File: config.mk
export PLATFORM = sky130hd
export DESIGN_NAME = frodo_mm_agu_flat
export DESIGN_NICKNAME = d
export VERILOG_FILES = /design/src/rtl/frodo_pkg.sv /design/src/rtl/frodo_mm_agu_if.sv /design/src/rtl/frodo_nest_cnt.sv /design/src/rtl/frodo_mm_agu.sv /design/src/flat_wrapper.sv
export SDC_FILE = /design/constraint.sdc
export NUM_CORES = 1
export LEC_CHECK = 0
export ABC_AREA = 1
export CORE_ASPECT_RATIO = 1.2
export CORE_MARGIN = 3
export CORE_UTILIZATION = 64
export DETAILED_ROUTE_END_ITERATION = 16
export PLACE_DENSITY = 0.88
export RECOVER_POWER = 50
export REMOVE_ABC_BUFFERS = 1
export SLEW_MARGIN = 20
export SYNTH_ARGS = -nofsm -noshare
export SYNTH_HDL_FRONTEND = slang
export SYNTH_SLANG_ARGS = --single-unit
File: constraint.sdc
create_clock -name clk -period 9.62 [get_ports clk]
set_input_delay 1.924 -clock clk [delete_from_list [all_inputs] [get_ports clk]]
set_output_delay 1.924 -clock clk [all_outputs]
set_load 0.01 [all_outputs]
File: src/rtl/frodo_pkg.sv
// Shared definitions for the FrodoKEM matrix-product address generator:
// mode encodings, controller states and default sizing.
package frodo_pkg;

  localparam int ADDR_W_DEF = 13;
  localparam int LANES_DEF  = 4;
  localparam int DIM_W_DEF  = 11;

  typedef enum logic [1:0] {
    MODE_AB  = 2'b00,
    MODE_ATB = 2'b01,
    MODE_ABE = 2'b10,
    MODE_ILL = 2'b11
  } mode_e;

  typedef enum logic [1:0] {
    ST_IDLE,
    ST_RUN,
    ST_DRAIN,
    ST_DONE
  } state_e;

  // True when any loop bound is zero, i.e. the product is empty.
  function automatic logic dims_empty(input logic [DIM_W_DEF-1:0] m,
                                      input logic [DIM_W_DEF-1:0] k,
                                      input logic [DIM_W_DEF-1:0] jw);
    return (m == '0) || (k == '0) || (jw == '0);
  endfunction

endpackage

File: src/rtl/frodo_mm_agu_if.sv
// Read/MAC/write bus between the address generator and the RAMs plus MAC
// array. The generator drives everything through the master modport.
interface frodo_mm_agu_if
  import frodo_pkg::*;
#(
  parameter int ADDR_W = ADDR_W_DEF
);

  logic [ADDR_W-1:0] rd_addr_a;
  logic [ADDR_W-1:0] rd_addr_b;
  logic [ADDR_W-1:0] rd_addr_e;
  logic              rd_en_a;
  logic              rd_en_b;
  logic              rd_en_e;
  logic              acc_clr;
  logic              acc_last;
  logic [ADDR_W-1:0] wr_addr;
  logic              wr_en;

  modport master (
    output rd_addr_a, rd_addr_b, rd_addr_e,
    output rd_en_a, rd_en_b, rd_en_e,
    output acc_clr, acc_last,
    output wr_addr, wr_en
  );

  modport slave (
    input rd_addr_a, rd_addr_b, rd_addr_e,
    input rd_en_a, rd_en_b, rd_en_e,
    input acc_clr, acc_last,
    input wr_addr, wr_en
  );

endinterface

File: src/rtl/frodo_nest_cnt.sv
// Three-level wrapping loop counter (k innermost, then jg, then i) that also
// keeps the running products i*K, k*M, k*JW and i*JW using adders only.
module frodo_nest_cnt
  import frodo_pkg::*;
#(
  parameter int DIM_W  = DIM_W_DEF,
  parameter int ADDR_W = ADDR_W_DEF
) (
  input  logic              clk,
  input  logic              rstn,
  input  logic              clear,
  input  logic              step,
  input  logic [DIM_W-1:0]  bound_k,
  input  logic [DIM_W-1:0]  bound_jw,
  input  logic [DIM_W-1:0]  bound_m,
  output logic [DIM_W-1:0]  k,
  output logic [DIM_W-1:0]  jg,
  output logic [DIM_W-1:0]  i,
  output logic              k_first,
  output logic              k_last,
  output logic              final_tuple,
  output logic [ADDR_W-1:0] off_ik,
  output logic [ADDR_W-1:0] off_km,
  output logic [ADDR_W-1:0] off_kjw,
  output logic [ADDR_W-1:0] off_ijw
);

  logic jg_last;
  logic i_last;

  // Position flags relative to the latched loop bounds.
  always_comb begin
    k_first     = (k == '0);
    k_last      = (k == bound_k - DIM_W'(1));
    jg_last     = (jg == bound_jw - DIM_W'(1));
    i_last      = (i == bound_m - DIM_W'(1));
    final_tuple = k_last & jg_last & i_last;
  end

  // Advance the nest one tuple per step; offsets track the index products.
  always_ff @(posedge clk or negedge rstn) begin
    if (!rstn) begin
      k       <= '0;
      jg      <= '0;
      i       <= '0;
      off_ik  <= '0;
      off_km  <= '0;
      off_kjw <= '0;
      off_ijw <= '0;
    end else if (clear) begin
      k       <= '0;
      jg      <= '0;
      i       <= '0;
      off_ik  <= '0;
      off_km  <= '0;
      off_kjw <= '0;
      off_ijw <= '0;
    end else if (step) begin
      if (k_last) begin
        k       <= '0;
        off_km  <= '0;
        off_kjw <= '0;
        if (jg_last) begin
          jg <= '0;
          if (i_last) begin
            i       <= '0;
            off_ik  <= '0;
            off_ijw <= '0;
          end else begin
            i       <= i + DIM_W'(1);
            off_ik  <= off_ik + ADDR_W'(bound_k);
            off_ijw <= off_ijw + ADDR_W'(bound_jw);
          end
        end else begin
          jg <= jg + DIM_W'(1);
        end
      end else begin
        k       <= k + DIM_W'(1);
        off_km  <= off_km + ADDR_W'(bound_m);
        off_kjw <= off_kjw + ADDR_W'(bound_jw);
      end
    end
  end

endmodule

File: src/rtl/frodo_mm_agu.sv
// Loop/address generator for FrodoKEM C = A*B (+E): walks (i, jg, k), issues
// A/B/E read addresses, MAC clear/last sidebands aligned to returned data,
// and the C write address once each dot product leaves the MAC pipeline.
module frodo_mm_agu
  import frodo_pkg::*;
#(
  parameter int ADDR_W  = ADDR_W_DEF,
  parameter int LANES   = LANES_DEF,
  parameter int DIM_W   = DIM_W_DEF,
  parameter int RD_LAT  = 1,
  parameter int MAC_LAT = 2
) (
  input  logic              clk,
  input  logic              rstn,
  input  logic              start,
  input  logic [1:0]        mode,
  input  logic [DIM_W-1:0]  dim_m,
  input  logic [DIM_W-1:0]  dim_k,
  input  logic [DIM_W-1:0]  dim_jw,
  input  logic [ADDR_W-1:0] base_a,
  input  logic [ADDR_W-1:0] base_b,
  input  logic [ADDR_W-1:0] base_e,
  input  logic [ADDR_W-1:0] base_c,
  input  logic              en,
  frodo_mm_agu_if.master    bus,
  output logic              busy,
  output logic              done,
  output logic              err
);

  localparam int WL = RD_LAT + MAC_LAT;

  if (RD_LAT < 1 || LANES < 1) begin : g_bad_cfg
    $error("frodo_mm_agu: RD_LAT and LANES must be at least 1");
  end

  state_e            state;
  state_e            state_nxt;
  mode_e             mode_q;
  logic              err_q;
  logic [DIM_W-1:0]  dim_m_q;
  logic [DIM_W-1:0]  dim_k_q;
  logic [DIM_W-1:0]  dim_jw_q;
  logic [ADDR_W-1:0] base_a_q;
  logic [ADDR_W-1:0] base_b_q;
  logic [ADDR_W-1:0] base_e_q;
  logic [ADDR_W-1:0] base_c_q;

  logic              launch;
  logic              issue;
  logic              wr_pending;

  logic [DIM_W-1:0]  k;
  logic [DIM_W-1:0]  jg;
  logic [DIM_W-1:0]  i;
  logic              k_first;
  logic              k_last;
  logic              final_tuple;
  logic [ADDR_W-1:0] off_ik;
  logic [ADDR_W-1:0] off_km;
  logic [ADDR_W-1:0] off_kjw;
  logic [ADDR_W-1:0] off_ijw;
  logic [ADDR_W-1:0] a_off;
  logic [ADDR_W-1:0] row_word;

  logic [RD_LAT-1:0] clr_dl;
  logic [RD_LAT-1:0] last_dl;
  logic [WL-1:0]     wv_dl;
  logic [ADDR_W-1:0] wa_dl [WL];

  assign launch = (state == ST_IDLE) && en && start;
  assign issue  = (state == ST_RUN) && en;

  // Capture the job description on an accepted start.
  always_ff @(posedge clk or negedge rstn) begin
    if (!rstn) begin
      mode_q   <= MODE_AB;
      err_q    <= 1'b0;
      dim_m_q  <= '0;
      dim_k_q  <= '0;
      dim_jw_q <= '0;
      base_a_q <= '0;
      base_b_q <= '0;
      base_e_q <= '0;
      base_c_q <= '0;
    end else if (launch) begin
      mode_q   <= mode_e'(mode);
      err_q    <= (mode_e'(mode) == MODE_ILL);
      dim_m_q  <= dim_m;
      dim_k_q  <= dim_k;
      dim_jw_q <= dim_jw;
      base_a_q <= base_a;
      base_b_q <= base_b;
      base_e_q <= base_e;
      base_c_q <= base_c;
    end
  end

  frodo_nest_cnt #(
    .DIM_W  (DIM_W),
    .ADDR_W (ADDR_W)
  ) u_cnt (
    .clk         (clk),
    .rstn        (rstn),
    .clear       (launch),
    .step        (issue),
    .bound_k     (dim_k_q),
    .bound_jw    (dim_jw_q),
    .bound_m     (dim_m_q),
    .k           (k),
    .jg          (jg),
    .i           (i),
    .k_first     (k_first),
    .k_last      (k_last),
    .final_tuple (final_tuple),
    .off_ik      (off_ik),
    .off_km      (off_km),
    .off_kjw     (off_kjw),
    .off_ijw     (off_ijw)
  );

  // Controller state register; en low holds the controller where it is.
  always_ff @(posedge clk or negedge rstn) begin
    if (!rstn) state <= ST_IDLE;
    else       state <= state_nxt;
  end

  // Next-state logic: illegal mode or empty dims skip straight to DONE.
  always_comb begin
    state_nxt = state;
    if (en) begin
      case (state)
        ST_IDLE: begin
          if (start) begin
            if (mode_e'(mode) == MODE_ILL || dims_empty(dim_m, dim_k, dim_jw))
              state_nxt = ST_DONE;
            else
              state_nxt = ST_RUN;
          end
        end
        ST_RUN:   if (final_tuple) state_nxt = ST_DRAIN;
        ST_DRAIN: if (!wr_pending) state_nxt = ST_DONE;
        ST_DONE:  state_nxt = ST_IDLE;
        default:  state_nxt = ST_IDLE;
      endcase
    end
  end

  // Writes still queued behind the one currently leaving the pipeline.
  always_comb begin
    wr_pending = 1'b0;
    for (int s = 0; s < WL - 1; s++) wr_pending = wr_pending | wv_dl[s];
  end

  // Sideband and write delay lines; they only shift while en is high.
  always_ff @(posedge clk or negedge rstn) begin
    if (!rstn) begin
      clr_dl  <= '0;
      last_dl <= '0;
      wv_dl   <= '0;
      for (int s = 0; s < WL; s++) wa_dl[s] <= '0;
    end else if (en) begin
      clr_dl[0]  <= issue & k_first;
      last_dl[0] <= issue & k_last;
      for (int s = 1; s < RD_LAT; s++) begin
        clr_dl[s]  <= clr_dl[s-1];
        last_dl[s] <= last_dl[s-1];
      end
      wv_dl[0] <= issue & k_last;
      wa_dl[0] <= base_c_q + row_word;
      for (int s = 1; s < WL; s++) begin
        wv_dl[s] <= wv_dl[s-1];
        wa_dl[s] <= wa_dl[s-1];
      end
    end
  end

  // Address arithmetic from the running offsets; A is walked column-wise
  // when transposed.
  always_comb begin
    a_off    = (mode_q == MODE_ATB) ? (off_km + ADDR_W'(i)) : (off_ik + ADDR_W'(k));
    row_word = off_ijw + ADDR_W'(jg);
  end

  assign bus.rd_addr_a = base_a_q + a_off;
  assign bus.rd_addr_b = base_b_q + off_kjw + ADDR_W'(jg);
  assign bus.rd_addr_e = base_e_q + row_word;
  assign bus.rd_en_a   = issue;
  assign bus.rd_en_b   = issue;
  assign bus.rd_en_e   = issue & k_last & (mode_q == MODE_ABE);
  assign bus.acc_clr   = en & clr_dl[RD_LAT-1];
  assign bus.acc_last  = en & last_dl[RD_LAT-1];
  assign bus.wr_en     = en & wv_dl[WL-1];
  assign bus.wr_addr   = wa_dl[WL-1];

  assign busy = (state != ST_IDLE);
  assign done = en & (state == ST_DONE);
  assign err  = done & err_q;

endmodule

File: src/flat_wrapper.sv
// flat-port wrapper written by rule: the top's interface ports become plain ports
module frodo_mm_agu_flat import frodo_pkg::*;
#(
  parameter int ADDR_W  = ADDR_W_DEF,
  parameter int LANES   = LANES_DEF,
  parameter int DIM_W   = DIM_W_DEF,
  parameter int RD_LAT  = 1,
  parameter int MAC_LAT = 2
)
  (clk, rstn, start, mode, dim_m, dim_k, dim_jw, base_a, base_b, base_e, base_c, en, busy, done, err, bus_rd_addr_a, bus_rd_addr_b, bus_rd_addr_e, bus_rd_en_a, bus_rd_en_b, bus_rd_en_e, bus_acc_clr, bus_acc_last, bus_wr_addr, bus_wr_en);
  frodo_mm_agu_if #(.ADDR_W(ADDR_W)) bus_i ();
  input  logic clk;
  input  logic rstn;
  input  logic start;
  input  logic [1:0] mode;
  input  logic [DIM_W-1:0] dim_m;
  input  logic [DIM_W-1:0] dim_k;
  input  logic [DIM_W-1:0] dim_jw;
  input  logic [ADDR_W-1:0] base_a;
  input  logic [ADDR_W-1:0] base_b;
  input  logic [ADDR_W-1:0] base_e;
  input  logic [ADDR_W-1:0] base_c;
  input  logic en;
  output logic busy;
  output logic done;
  output logic err;
  output wire logic [$bits(bus_i.rd_addr_a)-1:0] bus_rd_addr_a;
  output wire logic [$bits(bus_i.rd_addr_b)-1:0] bus_rd_addr_b;
  output wire logic [$bits(bus_i.rd_addr_e)-1:0] bus_rd_addr_e;
  output wire logic [$bits(bus_i.rd_en_a)-1:0] bus_rd_en_a;
  output wire logic [$bits(bus_i.rd_en_b)-1:0] bus_rd_en_b;
  output wire logic [$bits(bus_i.rd_en_e)-1:0] bus_rd_en_e;
  output wire logic [$bits(bus_i.acc_clr)-1:0] bus_acc_clr;
  output wire logic [$bits(bus_i.acc_last)-1:0] bus_acc_last;
  output wire logic [$bits(bus_i.wr_addr)-1:0] bus_wr_addr;
  output wire logic [$bits(bus_i.wr_en)-1:0] bus_wr_en;
  assign bus_rd_addr_a = bus_i.rd_addr_a;
  assign bus_rd_addr_b = bus_i.rd_addr_b;
  assign bus_rd_addr_e = bus_i.rd_addr_e;
  assign bus_rd_en_a = bus_i.rd_en_a;
  assign bus_rd_en_b = bus_i.rd_en_b;
  assign bus_rd_en_e = bus_i.rd_en_e;
  assign bus_acc_clr = bus_i.acc_clr;
  assign bus_acc_last = bus_i.acc_last;
  assign bus_wr_addr = bus_i.wr_addr;
  assign bus_wr_en = bus_i.wr_en;
  frodo_mm_agu #(.ADDR_W(ADDR_W), .LANES(LANES), .DIM_W(DIM_W), .RD_LAT(RD_LAT), .MAC_LAT(MAC_LAT)) u_core (.clk(clk), .rstn(rstn), .start(start), .mode(mode), .dim_m(dim_m), .dim_k(dim_k), .dim_jw(dim_jw), .base_a(base_a), .base_b(base_b), .base_e(base_e), .base_c(base_c), .en(en), .bus(bus_i), .busy(busy), .done(done), .err(err));
endmodule
==> insert_results.sql <==
INSERT INTO impl_metrics (metric_group, metric, value, unit) VALUES
('run_status', 'outcome', 'finished, violations left', ''),
('run_status', 'violations', 'max-capacitance violations, max-slew violations', ''),
('layout', 'finalNetCount', '2550', ''),
('sta', 'setup_viol', '0', ''),
('setup_path', 'worstPathRequired', '7.70', 'ns'),
('power', 'peakVddDrop', '0.4818', 'mV'),
('place', 'dp_hpwl', '32.60', 'mm'),
('layout', 'ff_latch_area', '5455', 'um^2'),
('sta', 'finalHoldViolations', '0', ''),
('global_routing', 'grt.total_usage', '32.65', '%'),
('layout', 'n_antenna_cell', '0', ''),
('synth', 'synth.ff_latch_count', '218', ''),
('place', 'port_buffers', '151', ''),
('setup_path', 'critPathArrivalTime', '5.13', 'ns'),
('global_routing', 'first_pass_grt_wire_length', '73.14', 'mm'),
('setup_path', 'worstReg2RegStart', 'u_core.state[0]', ''),
('clocking', 'cts-buffers-inserted', '23', ''),
('power', 'power_density', '403.2', 'nW/um^2'),
('drt', 'via_count', '15370', ''),
('synth', 'syn-cell-area', '16200', 'um^2'),
('clocking', 'cts-root-buf', 'sky130_fd_sc_hd__clkbuf_16', ''),
('synth', 'synth-edff-count', '0', ''),
('floorplan', 'core', '24830', 'um^2'),
('drt', 'routed_wl', '44.50', 'mm'),
('floorplan', 'die_area', '27260', 'um^2'),
('clocking', 'tritoncts', 'yes', ''),
('global_routing', 'grt_antenna_before_repair', '0', ''),
('synth', 'synth_flop_cell', 'sky130_fd_sc_hd__dfrtp_1', ''),
('synth', 'syn_area_per_cell', '7.410', 'um^2'),
('synth', 'synth_sequential_area_ratio', '33.68', '%'),
('clocking', 'cts.path.max_buffers', '3', ''),
('clocking', 'cts_hold_buffers', '0', ''),
('clocking', 'clock_sinks', '218', ''),
('layout', 'n_fill_cell', '1904', ''),
('sta', 'finalMaxSlewViolations', '187', ''),
('layout', 'multiInputGateArea', '9641', 'um^2'),
('drt', 'final_antenna_net_count', '0', ''),
('min_path', 'worstHoldPathType', 'flip-flop to flip-flop', ''),
('sta', 'period_minus_slack', '7.050', 'ns'),
('global_routing', 'vias_in_the_first_global_route', '14980', ''),
('drt', 'route.detailed.vias_per_inst', '5.821', ''),
('sta', 'timing.clock.skew', '0.01981', 'ns'),
('clocking', 'clk_latency', '0.53', 'ns'),
('layout', 'mostFrequentLayoutCell', 'sky130_fd_sc_hd__nand2_1', ''),
('floorplan', 'start_util', '65.24', '%'),
('sta', 'finalCritPeriodShare', '73.28', '%'),
('synth', 'synth-async-reset-ratio', '100.0', '%'),
('drt', 'drt_drc_violations_left', '0', ''),
('floorplan', 'io_pins', '152', ''),
('power', 'static-leakage-power', '9.255', 'nW'),
('sta', 'timing_worst_slew_pin_value', '5.468', 'ns'),
('clocking', 'cts_post_setup_buffers_inserted', '0', ''),
('sta', 'fmax', '141.8', 'MHz'),
('setup_path', 'critPathLaunchType', 'input pin', ''),
('floorplan', 'die_height', '180.3', 'um'),
('layout', 'syn_to_final_growth', '14.61', '%'),
('sta', 'totalNegativeSetupSlack', '0', 'ns'),
('synth', 'yosys_warnings', '0', ''),
('global_routing', 'globalRouteOverflowTotal', '0', ''),
('drt', 'wire_per_inst', '16.86', 'um'),
('drt', 'initialDrtViolationCount', '1094', ''),
('setup_path', 'critPathKind', 'input pin to primary output', ''),
('clocking', 'cts.clk_slew.worst_paths', '0.06', 'ns'),
('min_path', 'hold_path_startpoint', 'u_core.wa_dl[37]', ''),
('layout', 'mostFrequentLayoutCells', 'sky130_fd_sc_hd__nand2_1 (694), sky130_fd_sc_hd__dfrtp_1 (218), sky130_fd_sc_hd__inv_1 (190), sky130_fd_sc_hd__o21ai_0 (152), sky130_fd_sc_hd__clkdlybuf4s50_1 (149)', ''),
('clocking', 'post_cts.resized_instances', '0', ''),
('setup_path', 'critical_path.max_fanout', '44', ''),
('setup_path', 'worst_setup_path_startpoint', 'en', ''),
('drt', 'drt_pass1_iterations', '5', ''),
('setup_path', 'timing.critical_path.to_type', 'primary output', ''),
('sta', 'max_slew_margin', '-264.5', '%'),
('clocking', 'cts.htree.levels', '1', ''),
('floorplan', 'fp-row-count', '63', ''),
('global_routing', 'grt_max_degree', '99', ''),
('place', 'final_weighted_congestion_in_routability_driven_placement', '1.001', ''),
('floorplan', 'fp.dieW', '151.2', 'um'),
('layout', 'final_core_utilization', '74.77', '%'),
('synth', 'synth.lib_cells_used.distinct', '45', ''),
('run', 'maxCapViolations', '3', ''),
('layout', 'final_layout_size_suffix_gt1_share', '3.240', '%'),
('sta', 'grt_setup_unrepaired', 'false', ''),
('synth', 'synthCells', '2186', '');
-- synth_stat cells, types with 15 or more instances --
library cell,count,share of area (%)
sky130_fd_sc_hd__a21oi_1,135,4.2
sky130_fd_sc_hd__buf_2,15,0.46
sky130_fd_sc_hd__clkbuf_1,37,0.86
sky130_fd_sc_hd__dfrtp_1,218,34
sky130_fd_sc_hd__fa_1,22,2.7
sky130_fd_sc_hd__ha_1,138,11
sky130_fd_sc_hd__inv_1,191,4.4
sky130_fd_sc_hd__nand2_1,693,16
sky130_fd_sc_hd__nand3_1,128,4.0
sky130_fd_sc_hd__nand4_1,22,0.85
sky130_fd_sc_hd__nor2_1,118,2.7
sky130_fd_sc_hd__nor3_1,39,1.2
sky130_fd_sc_hd__o21ai_0,152,4.7
sky130_fd_sc_hd__o21ai_1,17,0.53
sky130_fd_sc_hd__xnor2_1,35,1.9
sky130_fd_sc_hd__xor2_1,91,4.9
-- metrics by stage --
step	instances	cell area (um^2)	setup WS [ns]	hold slack, ns	power [mW]
after floorplan	2116	15830	2.415	0.4422	4.734
after detailed placement	2599	17820	3.744	0.4664	6.444
after global routing	2640	18570	1.536	0.5006	8.128
after CTS	2640	18590	3.229	0.4847	7.453
after global placement	2599	17820	3.793	0.4570	6.313
final	2640	18570	2.570	0.4838	7.486
-- final timing paths --
check,depth (start not counted),end,slack [ns]
max in group asynchronous,2,u_core.u_cnt.i[10],2.75
worst max-delay path,7,bus_rd_en_e,2.57
worst max register to register,9,u_core.u_cnt.off_kjw[0],5.75
worst min-delay path,2,u_core.wa_dl[37],0.48
min in group asynchronous,1,u_core.bus.wr_addr[11],3.39
worst min register to register,2,u_core.wa_dl[37],0.48
-- flip-flops by register name, summed over array words and instances (netlist names), 2 cells and up --
register              count
u_core.u_cnt.off_ik      13
u_core.wv_dl              3
u_core.u_cnt.i           11
u_core.wa_dl             26
u_core.u_cnt.k           11
u_core.base_e_q          13
u_core.u_cnt.off_km      13
u_core.u_cnt.off_ijw     13
u_core.bus.wr_addr       13
u_core.u_cnt.jg          11
u_core.dim_k_q           11
u_core.dim_m_q           11
u_core.mode_q             2
u_core.u_cnt.off_kjw     13
u_core.base_c_q          13
u_core.state              2
u_core.base_a_q          13
u_core.dim_jw_q          11
u_core.base_b_q          13
-- worst max-delay path, stage by stage --
cell                              delay (ns)
sky130_fd_sc_hd__dlygate4sd3_1          0.52
sky130_fd_sc_hd__clkbuf_1               1.21
sky130_fd_sc_hd__nand2_1                0.26
sky130_fd_sc_hd__inv_1                  0.25
sky130_fd_sc_hd__nand2_1                0.19
sky130_fd_sc_hd__nor3_1                 0.18
sky130_fd_sc_hd__clkdlybuf4s50_1        0.57
-- layout make-up --
cell class,instances,share of cell area (%)
multi-input cells,1700,51.93
flip-flops and latches,218,29.38
repair buffers,158,8.337
inverters,198,4.017
clock buffers,28,3.255
well taps,325,2.190
clock inverters,13,0.8896
-- power breakdown --
part | switching [mW] | internal (mW) | total (mW) | leakage (nW)
Combinational | 2.72 | 2.11 | 4.83 | 6.10
Clock | 0.392 | 0.534 | 0.925 | 0.364
Sequential | 0.442 | 1.29 | 1.73 | 2.79
Total | 3.56 | 3.93 | 7.49 | 9.25
-- cells by family (layout without fill, tap and decap cells) --
| group | after synthesis | in the layout | synth area share (%) |
|---|---|---|---|
| flip-flops | 218 | 218 | 33.68 |
| XOR/XNOR | 127 | 127 | 6.952 |
| buffers and inverters | 268 | 397 | 6.836 |
| AO/OA/AOI/OAI | 361 | 361 | 11.97 |
| AND/OR/NAND/NOR | 1051 | 1051 | 27.13 |
| multiplexers | 1 | 1 | 0.06180 |
| adder cells (fa/ha/maj) | 160 | 160 | 13.38 |
-- metal layers --
layer	global-route usage, %	share of wire (%)	routed length (um)	vias to the layer above
met2	53.91	47	21050	647
met4	13.90	4.1	1819	0
met3	4.679	7.8	3476	137
met1	42.76	41	18160	7173
li1	-	-	-	7411
met5	0	0	0	-
Power figures use the tool's default switching activity.
